<file path="config.mk">
export PLATFORM = sky130hd
export DESIGN_NAME = agc_loop_ctrl
export DESIGN_NICKNAME = d
export VERILOG_FILES = /design/src/rtl/agc_pkg.sv /design/src/rtl/agc_popcount.sv /design/src/rtl/agc_loop_ctrl.sv
export SDC_FILE = /design/constraint.sdc
export NUM_CORES = 1
export LEC_CHECK = 0
export BUFFER_PORTS_ARGS = -buffer_cell sky130_fd_sc_hd__buf_2
export CAP_MARGIN = 20
export CELL_PAD_IN_SITES_DETAIL_PLACEMENT = 1
export CELL_PAD_IN_SITES_GLOBAL_PLACEMENT = 1
export CORE_MARGIN = 4
export CORE_UTILIZATION = 45
export CTS_CLUSTER_DIAMETER = 80
export DETAILED_ROUTE_END_ITERATION = 8
export PLACE_DENSITY = 0.89
export SLEW_MARGIN = 40
export SYNTH_ARGS = -nofsm -noshare
export SYNTH_HDL_FRONTEND = slang
export SYNTH_SLANG_ARGS = --single-unit
</file>
<file path="constraint.sdc">
create_clock -name clk_i -period 15 [get_ports clk_i]
set_input_delay 2.25 -clock clk_i [delete_from_list [all_inputs] [get_ports clk_i]]
set_output_delay 2.25 -clock clk_i [all_outputs]
set_load 0.02 [all_outputs]
</file>
<file path="src/rtl/agc_pkg.sv">
// Shared definitions for the AGC loop controller.
//   agc_state_e  : controller state encoding (also exported on the debug port)
//   SCALE_MIN/MAX: legal range of the Q12 scale word (17 bits unsigned)
//   offset_limit : signed min or max representable in a given offset width
package agc_pkg;

  typedef enum logic [2:0] {
    ST_IDLE    = 3'd0,
    ST_ACCUM   = 3'd1,
    ST_COMPUTE = 3'd2,
    ST_LOAD    = 3'd3,
    ST_APPLY   = 3'd4
  } agc_state_e;

  localparam int unsigned SCALE_BITS = 17;
  localparam int unsigned SCALE_MAX  = 131071;
  localparam int unsigned SCALE_MIN  = 1;

  // want_max=1 returns the largest positive value, otherwise the most negative.
  function automatic int offset_limit(input int width, input bit want_max);
    if (want_max) return (1 << (width - 1)) - 1;
    else          return -(1 << (width - 1));
  endfunction

endpackage

</file>
<file path="src/rtl/agc_popcount.sv">
// Registered population count of an N-bit flag vector.
//   clk_i   : clock
//   rst_i   : synchronous active-high reset (clears the count)
//   bits_i  : flag vector
//   count_o : number of ones in bits_i, one clock later
module agc_popcount #(
  parameter int unsigned N = 8,
  parameter int unsigned W = $clog2(N + 1)
) (
  input  logic         clk_i,
  input  logic         rst_i,
  input  logic [N-1:0] bits_i,
  output logic [W-1:0] count_o
);

  logic [W-1:0] sum;

  always_comb begin
    sum = '0;
    for (int i = 0; i < N; i++) begin
      sum = sum + W'(bits_i[i]);
    end
  end

  always_ff @(posedge clk_i) begin
    if (rst_i) count_o <= '0;
    else       count_o <= sum;
  end

endmodule

</file>
<file path="src/rtl/agc_loop_ctrl.sv">
// Closed-loop AGC controller. Counts gt/lt threshold crossings from NSAMP
// lanes over 2^PERIOD_LOG2 clocks, derives a new scale and offset, loads them
// into the DSP first-stage registers and pulses one global apply.
//
// Ports:
//   clk_i, rst_i            : clock, synchronous active-high reset
//   en_i                    : loop enable (checked in IDLE and at the end of APPLY)
//   gt_i, lt_i              : per-lane above/below threshold flags
//   target_hi_i/target_lo_i : outlier-count window for gain decrease/increase
//   offset_db_i             : gt/lt imbalance deadband
//   scale_o, offset_o       : current scale (Q12) and signed offset words
//   ce_scale_o, ce_offset_o : first-stage load strobes, only when the value changed
//   apply_o, done_o         : one-cycle global transfer / period-complete pulse
//   state_o                 : debug view of the controller state (agc_state_e)
//
// Optional build macro AGC_LOOP_STATS_EN adds last_gt_o/last_lt_o, the final
// gt/lt counts of the most recent period.
//
// Handshake: there is no backpressure. The strobes are single-cycle pulses;
// ce_* is high in the APPLY-state cycle and apply_o/done_o follow on the
// next clock, 2^PERIOD_LOG2+4 clocks after the edge that entered ACCUM.
module agc_loop_ctrl
  import agc_pkg::*;
#(
  parameter int unsigned NSAMP       = 8,
  parameter int unsigned PERIOD_LOG2 = 17,
  parameter int unsigned OFFSET_BITS = 12,
  parameter int unsigned SCALE_INIT  = 4096,
  parameter int          OFFSET_INIT = 0,
  parameter int unsigned STEP_SHIFT  = 6,
  parameter int unsigned CNT_BITS    = PERIOD_LOG2 + 4
) (
  input  logic                          clk_i,
  input  logic                          rst_i,
  input  logic                          en_i,
  input  logic [NSAMP-1:0]              gt_i,
  input  logic [NSAMP-1:0]              lt_i,
  input  logic [CNT_BITS-1:0]           target_hi_i,
  input  logic [CNT_BITS-1:0]           target_lo_i,
  input  logic [CNT_BITS-1:0]           offset_db_i,
  output logic [SCALE_BITS-1:0]         scale_o,
  output logic signed [OFFSET_BITS-1:0] offset_o,
  output logic                          ce_scale_o,
  output logic                          ce_offset_o,
  output logic                          apply_o,
  output logic                          done_o,
`ifdef AGC_LOOP_STATS_EN
  output logic [CNT_BITS-1:0]           last_gt_o,
  output logic [CNT_BITS-1:0]           last_lt_o,
`endif
  output logic [2:0]                    state_o
);

  localparam int unsigned PC_W = $clog2(NSAMP + 1);
  localparam int unsigned AW   = CNT_BITS + 1;

  localparam logic [SCALE_BITS-1:0]         SCALE_RST = SCALE_BITS'(SCALE_INIT);
  localparam logic signed [OFFSET_BITS-1:0] OFF_RST   = OFFSET_BITS'(OFFSET_INIT);
  localparam logic signed [OFFSET_BITS-1:0] OFF_MIN   = OFFSET_BITS'(offset_limit(OFFSET_BITS, 1'b0));
  localparam logic signed [OFFSET_BITS-1:0] OFF_MAX   = OFFSET_BITS'(offset_limit(OFFSET_BITS, 1'b1));
  localparam logic signed [OFFSET_BITS-1:0] OFF_ONE   = OFFSET_BITS'(1);

  agc_state_e state;

  logic [PERIOD_LOG2:0]          period_cnt;
  logic                          samp_v;     // popcount register holds an in-window sample
  logic [CNT_BITS-1:0]           gt_cnt, lt_cnt;
  logic [PC_W-1:0]               gt_pc, lt_pc;
  logic [SCALE_BITS-1:0]         scale_nx;
  logic signed [OFFSET_BITS-1:0] offset_nx;

  assign state_o = state;

  agc_popcount #(.N(NSAMP), .W(PC_W)) u_pc_gt (
    .clk_i(clk_i), .rst_i(rst_i), .bits_i(gt_i), .count_o(gt_pc)
  );

  agc_popcount #(.N(NSAMP), .W(PC_W)) u_pc_lt (
    .clk_i(clk_i), .rst_i(rst_i), .bits_i(lt_i), .count_o(lt_pc)
  );

  // Saturating accumulation: the extra top bit flags overflow.
  logic [AW-1:0] gt_sum, lt_sum;
  assign gt_sum = {1'b0, gt_cnt} + AW'(gt_pc);
  assign lt_sum = {1'b0, lt_cnt} + AW'(lt_pc);

  // Update rules, evaluated from the final counts while in COMPUTE.
  logic [AW-1:0]               tot, gt_ext, lt_ext, db_ext;
  logic [SCALE_BITS-1:0]       step, scale_calc;
  logic [SCALE_BITS:0]         scale_inc;
  logic signed [OFFSET_BITS-1:0] offset_calc;

  always_comb begin
    gt_ext = {1'b0, gt_cnt};
    lt_ext = {1'b0, lt_cnt};
    db_ext = {1'b0, offset_db_i};
    tot    = gt_ext + lt_ext;

    step = scale_o >> STEP_SHIFT;
    if (step == '0) step = SCALE_BITS'(1);
    scale_inc = {1'b0, scale_o} + {1'b0, step};

    // Decrease is tested first so an inverted target window reduces gain.
    scale_calc = scale_o;
    if (tot > {1'b0, target_hi_i}) begin
      if (scale_o <= step) scale_calc = SCALE_BITS'(SCALE_MIN);
      else                 scale_calc = scale_o - step;
    end else if (tot < {1'b0, target_lo_i}) begin
      if (scale_inc > (SCALE_BITS + 1)'(SCALE_MAX)) scale_calc = SCALE_BITS'(SCALE_MAX);
      else                                          scale_calc = scale_inc[SCALE_BITS-1:0];
    end

    // Too many positive outliers pulls the offset down, and vice versa.
    offset_calc = offset_o;
    if (gt_ext > lt_ext + db_ext) begin
      if (offset_o != OFF_MIN) offset_calc = offset_o - OFF_ONE;
    end else if (lt_ext > gt_ext + db_ext) begin
      if (offset_o != OFF_MAX) offset_calc = offset_o + OFF_ONE;
    end
  end

  always_ff @(posedge clk_i) begin
    if (rst_i) begin
      state       <= ST_IDLE;
      period_cnt  <= '0;
      samp_v      <= 1'b0;
      gt_cnt      <= '0;
      lt_cnt      <= '0;
      scale_nx    <= SCALE_RST;
      offset_nx   <= OFF_RST;
      scale_o     <= SCALE_RST;
      offset_o    <= OFF_RST;
      ce_scale_o  <= 1'b0;
      ce_offset_o <= 1'b0;
      apply_o     <= 1'b0;
      done_o      <= 1'b0;
`ifdef AGC_LOOP_STATS_EN
      last_gt_o   <= '0;
      last_lt_o   <= '0;
`endif
    end else begin
      ce_scale_o  <= 1'b0;
      ce_offset_o <= 1'b0;
      apply_o     <= 1'b0;
      done_o      <= 1'b0;

      // Inputs are sampled on ACCUM cycles 0..2^P-1; the last cycle
      // (period_cnt[P] set) only drains the popcount register.
      samp_v <= (state == ST_ACCUM) && !period_cnt[PERIOD_LOG2];
      if (samp_v) begin
        gt_cnt <= gt_sum[CNT_BITS] ? '1 : gt_sum[CNT_BITS-1:0];
        lt_cnt <= lt_sum[CNT_BITS] ? '1 : lt_sum[CNT_BITS-1:0];
      end

      case (state)
        ST_IDLE: begin
          period_cnt <= '0;
          gt_cnt     <= '0;
          lt_cnt     <= '0;
          if (en_i) state <= ST_ACCUM;
        end
        ST_ACCUM: begin
          if (period_cnt[PERIOD_LOG2]) state <= ST_COMPUTE;
          else                         period_cnt <= period_cnt + 1'b1;
        end
        ST_COMPUTE: begin
          scale_nx  <= scale_calc;
          offset_nx <= offset_calc;
`ifdef AGC_LOOP_STATS_EN
          last_gt_o <= gt_cnt;
          last_lt_o <= lt_cnt;
`endif
          state <= ST_LOAD;
        end
        ST_LOAD: begin
          scale_o     <= scale_nx;
          offset_o    <= offset_nx;
          ce_scale_o  <= (scale_nx != scale_o);
          ce_offset_o <= (offset_nx != offset_o);
          state       <= ST_APPLY;
        end
        ST_APPLY: begin
          apply_o    <= 1'b1;
          done_o     <= 1'b1;
          period_cnt <= '0;
          gt_cnt     <= '0;
          lt_cnt     <= '0;
          state      <= en_i ? ST_ACCUM : ST_IDLE;
        end
        default: state <= ST_IDLE;
      endcase
    end
  end

endmodule

</file>
==> results of run 1 <==
[layout by cell type (no fill, tap or decap), drive strengths merged, types with 14 or more instances in the layout]
cell type / synthesis / routed
nand4: 27 / 27
nor2b: 17 / 17
buf: 15 / 119
and3: 24 / 24
nor3: 34 / 34
fa: 15 / 15
nor2: 115 / 115
nand3: 65 / 65
xor2: 77 / 77
xnor2: 78 / 78
o21ai: 72 / 72
a21oi: 166 / 166
clkbuf: 53 / 18
o211ai: 14 / 14
a21o: 39 / 39
nor4: 14 / 14
ha: 187 / 187
inv: 124 / 127
nand2: 147 / 147
a211oi: 15 / 15
dfxtp: 133 / 133
[state kept, by name, indices dropped and copies added, names as in the netlist, 12 cells and up]
register / cells
offset_o: 12
period_cnt: 18
scale_o: 17
scale_nx: 17
lt_cnt: 21
gt_cnt: 21
offset_nx: 12
[layer usage]
| metal | track usage, % | up-vias | share of wire [%] | routed length, um |
|---|---|---|---|---|
| met4 | 10.7 | 0 | 3.7 | 1520 |
| met3 | 4.00 | 105 | 5.9 | 2430 |
| li1 | - | 5887 | - | - |
| met1 | 31.7 | 6118 | 42 | 17200 |
| met5 | 0 | - | 0 | 0 |
| met2 | 46.5 | 431 | 49 | 20200 |
[where the power goes]
group / internal, uW / switching, uW
Sequential: 358 / 4.05
Combinational: 40.6 / 57.4
Clock: 267 / 177
Total: 666 / 238
[final cells by class]
| type | count | area [sq um] | area share (%) |
|---|---|---|---|
| Clock buffer | 18 | 439 | 3.10 |
| Clock inverter | 14 | 175 | 1.24 |
| Inverter | 125 | 469 | 3.31 |
| Multi-Input combinational cell | 1290 | 9320 | 65.8 |
| Sequential cell | 133 | 2660 | 18.8 |
| Tap cell | 378 | 473 | 3.34 |
| Timing Repair Buffer | 119 | 621 | 4.38 |
[cell families after synthesis]
kind of cell / synth area share [%]
compound gates: 21.5
simple gates: 19.8
fa+ha+maj: 20.8
xor+xnor: 10.7
buf+inv: 5.90
flops: 21.0
mux: 0.325
[final timing paths]
check	endpoint	slack [ns]
max	offset_nx[11]$_SDFFE_PP0P_	7.68
min	offset_o[9]$_SDFFE_PP0N_	0.48
max reg2reg	offset_nx[11]$_SDFFE_PP0P_	9.06
min reg2reg	offset_o[9]$_SDFFE_PP0N_	0.48
[worst max-delay path, stage by stage]
cell and delay, ns:
buf_2 0.10, ha_1 0.19, inv_1 0.07, fa_1 0.41, nor2b_1 0.13, o21ai_1 0.09, a21boi_0 0.24, o211ai_1 0.15
a2111oi_1 0.71, o21bai_1 0.22, a31oi_1 0.28, nor4_1 0.07, a311oi_1 0.31, ha_1 0.19, nand4_1 0.07, or2_2 0.35
nor4_2 0.37, a211o_1 0.18, o31a_1 0.15, o21ai_2 0.18, or4_1 0.55, o311ai_1 0.26, a22o_1 0.17
[synth_stat cells, drive strengths merged, types with 5 or more instances]
cell type / number / area (sq um)
o21a: 10 / 75.1
o21bai: 9 / 67.6
nand4: 27 / 169
nor2: 115 / 442
o31ai: 8 / 73.8
or2: 9 / 58.8
a211o: 5 / 43.8
xor2: 77 / 674
ha: 187 / 2340
o21ai: 72 / 368
inv: 124 / 465
a21oi: 166 / 838
nand2b: 12 / 75.1
clkbuf: 53 / 199
a21o: 39 / 293
or3: 10 / 67.6
o221ai: 11 / 96.3
nand2: 147 / 559
a21boi: 5 / 41.3
a31oi: 10 / 62.6
and2: 9 / 56.3
a211oi: 15 / 123
and3: 24 / 155
nand3b: 7 / 52.6
buf: 15 / 81.3
nor3: 34 / 170
o211ai: 14 / 110
nor2b: 17 / 106
fa: 15 / 300
nand3: 65 / 325
dfxtp: 133 / 2660
a22o: 5 / 43.8
xnor2: 78 / 683
nor4: 14 / 106
and4: 6 / 52.6
[metrics by stage]
stage	hold slack (ns)	utilization (%)	std cells	worst slack, ns	power (uW)
floorplan	0.433	-	1616	8.43	432
global placement	0.441	48.6	2044	7.76	459
detailed placement	0.459	48.7	2044	7.48	468
CTS	0.486	50.9	2076	7.79	907
global route	0.517	51.0	2077	7.31	937
finish	0.483	51.0	2077	7.68	904
==> impl_metrics.yaml, run 1 <==
status:
  status: "complete, no violations"
cts:
  cts_hold_buffers: 0
  cts_tree: "built"
  clkTransAtPathRegs_ns: 0.06
  ctsResizeCount: 0
  htreeDepth: 4
  cts_sinks: 133
  max-clock-path-buffers: 2
  cts_made_buffers: 17
  cts_setup_buffers: 0
  cts_root_buf: "clkbuf_16"
  clk_latency_ns: 0.44
floorplanning:
  start_util_pct: 45.7
  ios: 118
  std_cell_rows: 61
  die_height_um: 176
  die_area_sq_mm: 0.0310
  core_sq_mm: 0.0278
  chipWidth_um: 176
yosys:
  synthArstFlopShare_pct: 0
  synth_area_sq_mm: 0.0127
  ys.flop_type: "dfxtp_1"
  synth_edf_count: 0
  syn_avg_cell_area_sq_um: 7.86
  synth.distinct_cells: 90
  ys_seq_elements: 133
  yosysSeqAreaShare_pct: 21.0
  synth_cells: 1616
  yosys_warnings: 0
  syn_nets: 1900
drt:
  wire_per_inst_um: 19.9
  vias: 12541
  drtIter0Drc: 710
  routed_wl_mm: 41.4
  antenna_left: 0
  dr.pass1.iters: 7
  drt_drc_violations_left: 0
  avgViaCountPerCell: 6.04
critical_path:
  reg2reg_from: "gt_cnt[0]$_SDFFE_PP0P_"
  ff2ff_path_depth: 22
  worstPathArrival_ns: 7.70
  cp-end-kind: "flip-flop"
  cp_max_fo: 12
  required_ns: 15.38
  critical_path.startpoint_type: "input pin"
  critPathLaunch: "offset_db_i[0]"
  worstSetupPathType: "input pin to flip-flop"
timing:
  hold_violations: 0
  fmax_mhz: 137
  slew_viol_final: 0
  fin_crit_ns: 7.32
  fin_crit_sh_pct: 48.8
  fin_tns_setup_ns: 0
  rsz0062_at_grt: "no"
  skew_ns: 0.0198
  slew_headroom_pct: 46.6
  setup_viol: 0
  tightest_slew_ns: 0.794
global_routing:
  overflow: 0
  grt.total_usage_pct: 26.2
  antenna_found_initial: 0
  grt_max_degree: 65
  grt_pass1_wl_mm: 66.9
  grt_pass1_vias: 13162
finish:
  area_delta_synth_final_pct: 11.4
  layout.nets: 1970
  drive_gt1_share_pct: 11.3
  n_fill_cell: 3510
  final_area_sq_mm: 0.0142
  insertedDiodeCount: 0
placement:
  globalplace.congestion: 0.907
  dp_hpwl_mm: 30.8
  port_buffers: 117
  place_area_sq_mm: 0.0135
min_path:
  hp-class: "flip-flop to flip-flop"
  min_path_cells: 2
  hold_start: "offset_nx[9]$_SDFFE_PP0P_"
run:
  max_cap_viol_count: 0
pwr:
  p_leak_uw: 0.00667
  ir_worst_vdd_mv: 0.0833
  power_per_cell_area_mw_per_mm2: 63.9
Note: power is estimated with default switching activity, not from simulation.
==> run 2, diff against run 1 <==
==> constraint.sdc (replaced) <==
create_clock -name clk_i -period 7.1 [get_ports clk_i]
set_input_delay 1.065 -clock clk_i [delete_from_list [all_inputs] [get_ports clk_i]]
set_output_delay 1.065 -clock clk_i [all_outputs]
set_load 0.02 [all_outputs]
==> impl_metrics.yaml, run 2 (synthesis results as in run 1) <==
status:
  status: "complete, no violations"
cts:
  clk_latency_ns: 0.43
  max-clock-path-buffers: 2
  cts_setup_buffers: 0
  htreeDepth: 4
  cts_tree: "built"
  cts_hold_buffers: 0
  ctsResizeCount: 0
  cts_root_buf: "clkbuf_16"
  cts_made_buffers: 17
  cts_sinks: 133
  clkTransAtPathRegs_ns: 0.06
drt:
  dr.pass1.iters: 5
  wire_per_inst_um: 20.0
  vias: 12514
  drt_drc_violations_left: 0
  drtIter0Drc: 736
  avgViaCountPerCell: 6.03
  antenna_left: 0
  routed_wl_mm: 41.6
pwr:
  power_per_cell_area_mw_per_mm2: 132
  p_leak_uw: 0.00668
  finalPower_uw: 1870
  ir_worst_vdd_mv: 0.167
global_routing:
  grt.total_usage_pct: 26.5
  overflow: 0
  grt_pass1_vias: 13294
  grt_max_degree: 64
  antenna_found_initial: 0
  grt_pass1_wl_mm: 67.3
timing:
  slew_headroom_pct: 48.7
  rsz0062_at_grt: "no"
  fmax_mhz: 165
  fin_crit_ns: 6.05
  setup_viol: 0
  fin_crit_sh_pct: 85.2
  tightest_slew_ns: 0.769
  hold_violations: 0
  fin_tns_setup_ns: 0
  skew_ns: 0.0105
  slew_viol_final: 0
critical_path:
  required_ns: 7.47
  worstPathArrival_ns: 6.42
  cp-end-kind: "flip-flop"
  cp_max_fo: 12
  critical_path.startpoint_type: "input pin"
  worstSetupPathType: "input pin to flip-flop"
placement:
  place_area_sq_mm: 0.0135
  globalplace.congestion: 0.907
  dp_hpwl_mm: 31.2
  port_buffers: 117
  place_inst: 2044
finish:
  layout.nets: 1970
  final_area_sq_mm: 0.0141
  fin_util_pct: 50.9
  drive_gt1_share_pct: 11.1
  n_fill_cell: 3539
  insertedDiodeCount: 0
  area_delta_synth_final_pct: 11.2
  fin_cells: 2076
  layout_common_cells: "187 x ha_1, 164 x a21oi_1, 146 x nand2_1"
  final_common_cell: "ha_1"
  top_regs: "gt_cnt (21), lt_cnt (21), period_cnt (18)"
floorplanning:
  ios: 118
  die_area_sq_mm: 0.0310
  std_cell_rows: 61
  core_sq_mm: 0.0278
  start_util_pct: 45.7
  die_height_um: 176
  chipWidth_um: 176
run:
  max_cap_viol_count: 0
min_path:
  hp-class: "flip-flop to flip-flop"
[run 2: worst paths after layout]
kind	from	end	slack [ns]	cells past startpoint
max	offset_db_i[0]	offset_nx[11]$_SDFFE_PP0P_	1.05	23
min	scale_nx[4]$_SDFFE_PP0P_	scale_o[4]$_SDFFE_PP0N_	0.49	2
max reg2reg	gt_cnt[0]$_SDFFE_PP0P_	offset_nx[11]$_SDFFE_PP0P_	1.26	22
min reg2reg	scale_nx[4]$_SDFFE_PP0P_	scale_o[4]$_SDFFE_PP0N_	0.49	2
[run 2: power breakdown]
group	leakage [uW]	internal (uW)	total [uW]	switching [uW]
sequential	0.00107	757	766	9.20
combinational	0.00532	87.2	213	126
clock	0.000283	542	892	349
[run 2: routing by layer]
metal	share of wire, %	vias to the layer above	GRT usage, %
li1	-	5883	-
met1	42	6148	31.6
met2	49	366	47.3
met3	4.8	117	3.98
met4	4.3	0	11.7
met5	0	-	0
[run 2: area by class of cell]
class	count	area, sq um	area share (%)
Timing Repair Buffer	119	621	4.39
Multi-Input combinational cell	1290	9330	66.0
Tap cell	378	473	3.35
Inverter	125	469	3.32
Clock buffer	23	478	3.38
Sequential cell	133	2660	18.8
Clock inverter	8	100	0.708
[run 2: per-stage QoR]
step           setup slack, ns  hold slack (ns)
6_report                  1.05            0.488
3_3_place_gp              1.05            0.442
5_1_grt                  0.694            0.502
4_1_cts                   1.12            0.487
2_1_floorplan             1.71            0.433
3_5_place_dp             0.748            0.464
[run 2: worst max-delay path, cell delays in order]
cell,delay (ns)
buf_2,0.10
ha_1,0.19
inv_1,0.06
fa_1,0.40
nor2b_1,0.12
o21ai_1,0.08
a21boi_0,0.25
o211ai_1,0.17
a2111oi_1,0.66
o21bai_1,0.21
a31oi_1,0.29
nor4_1,0.09
a311oi_1,0.31
ha_1,0.20
nand4_1,0.09
or2_2,0.35
nor4_2,0.32
a211o_1,0.19
o31a_1,0.12
o21ai_2,0.17
or4_1,0.55
o311ai_1,0.27
a22o_1,0.18
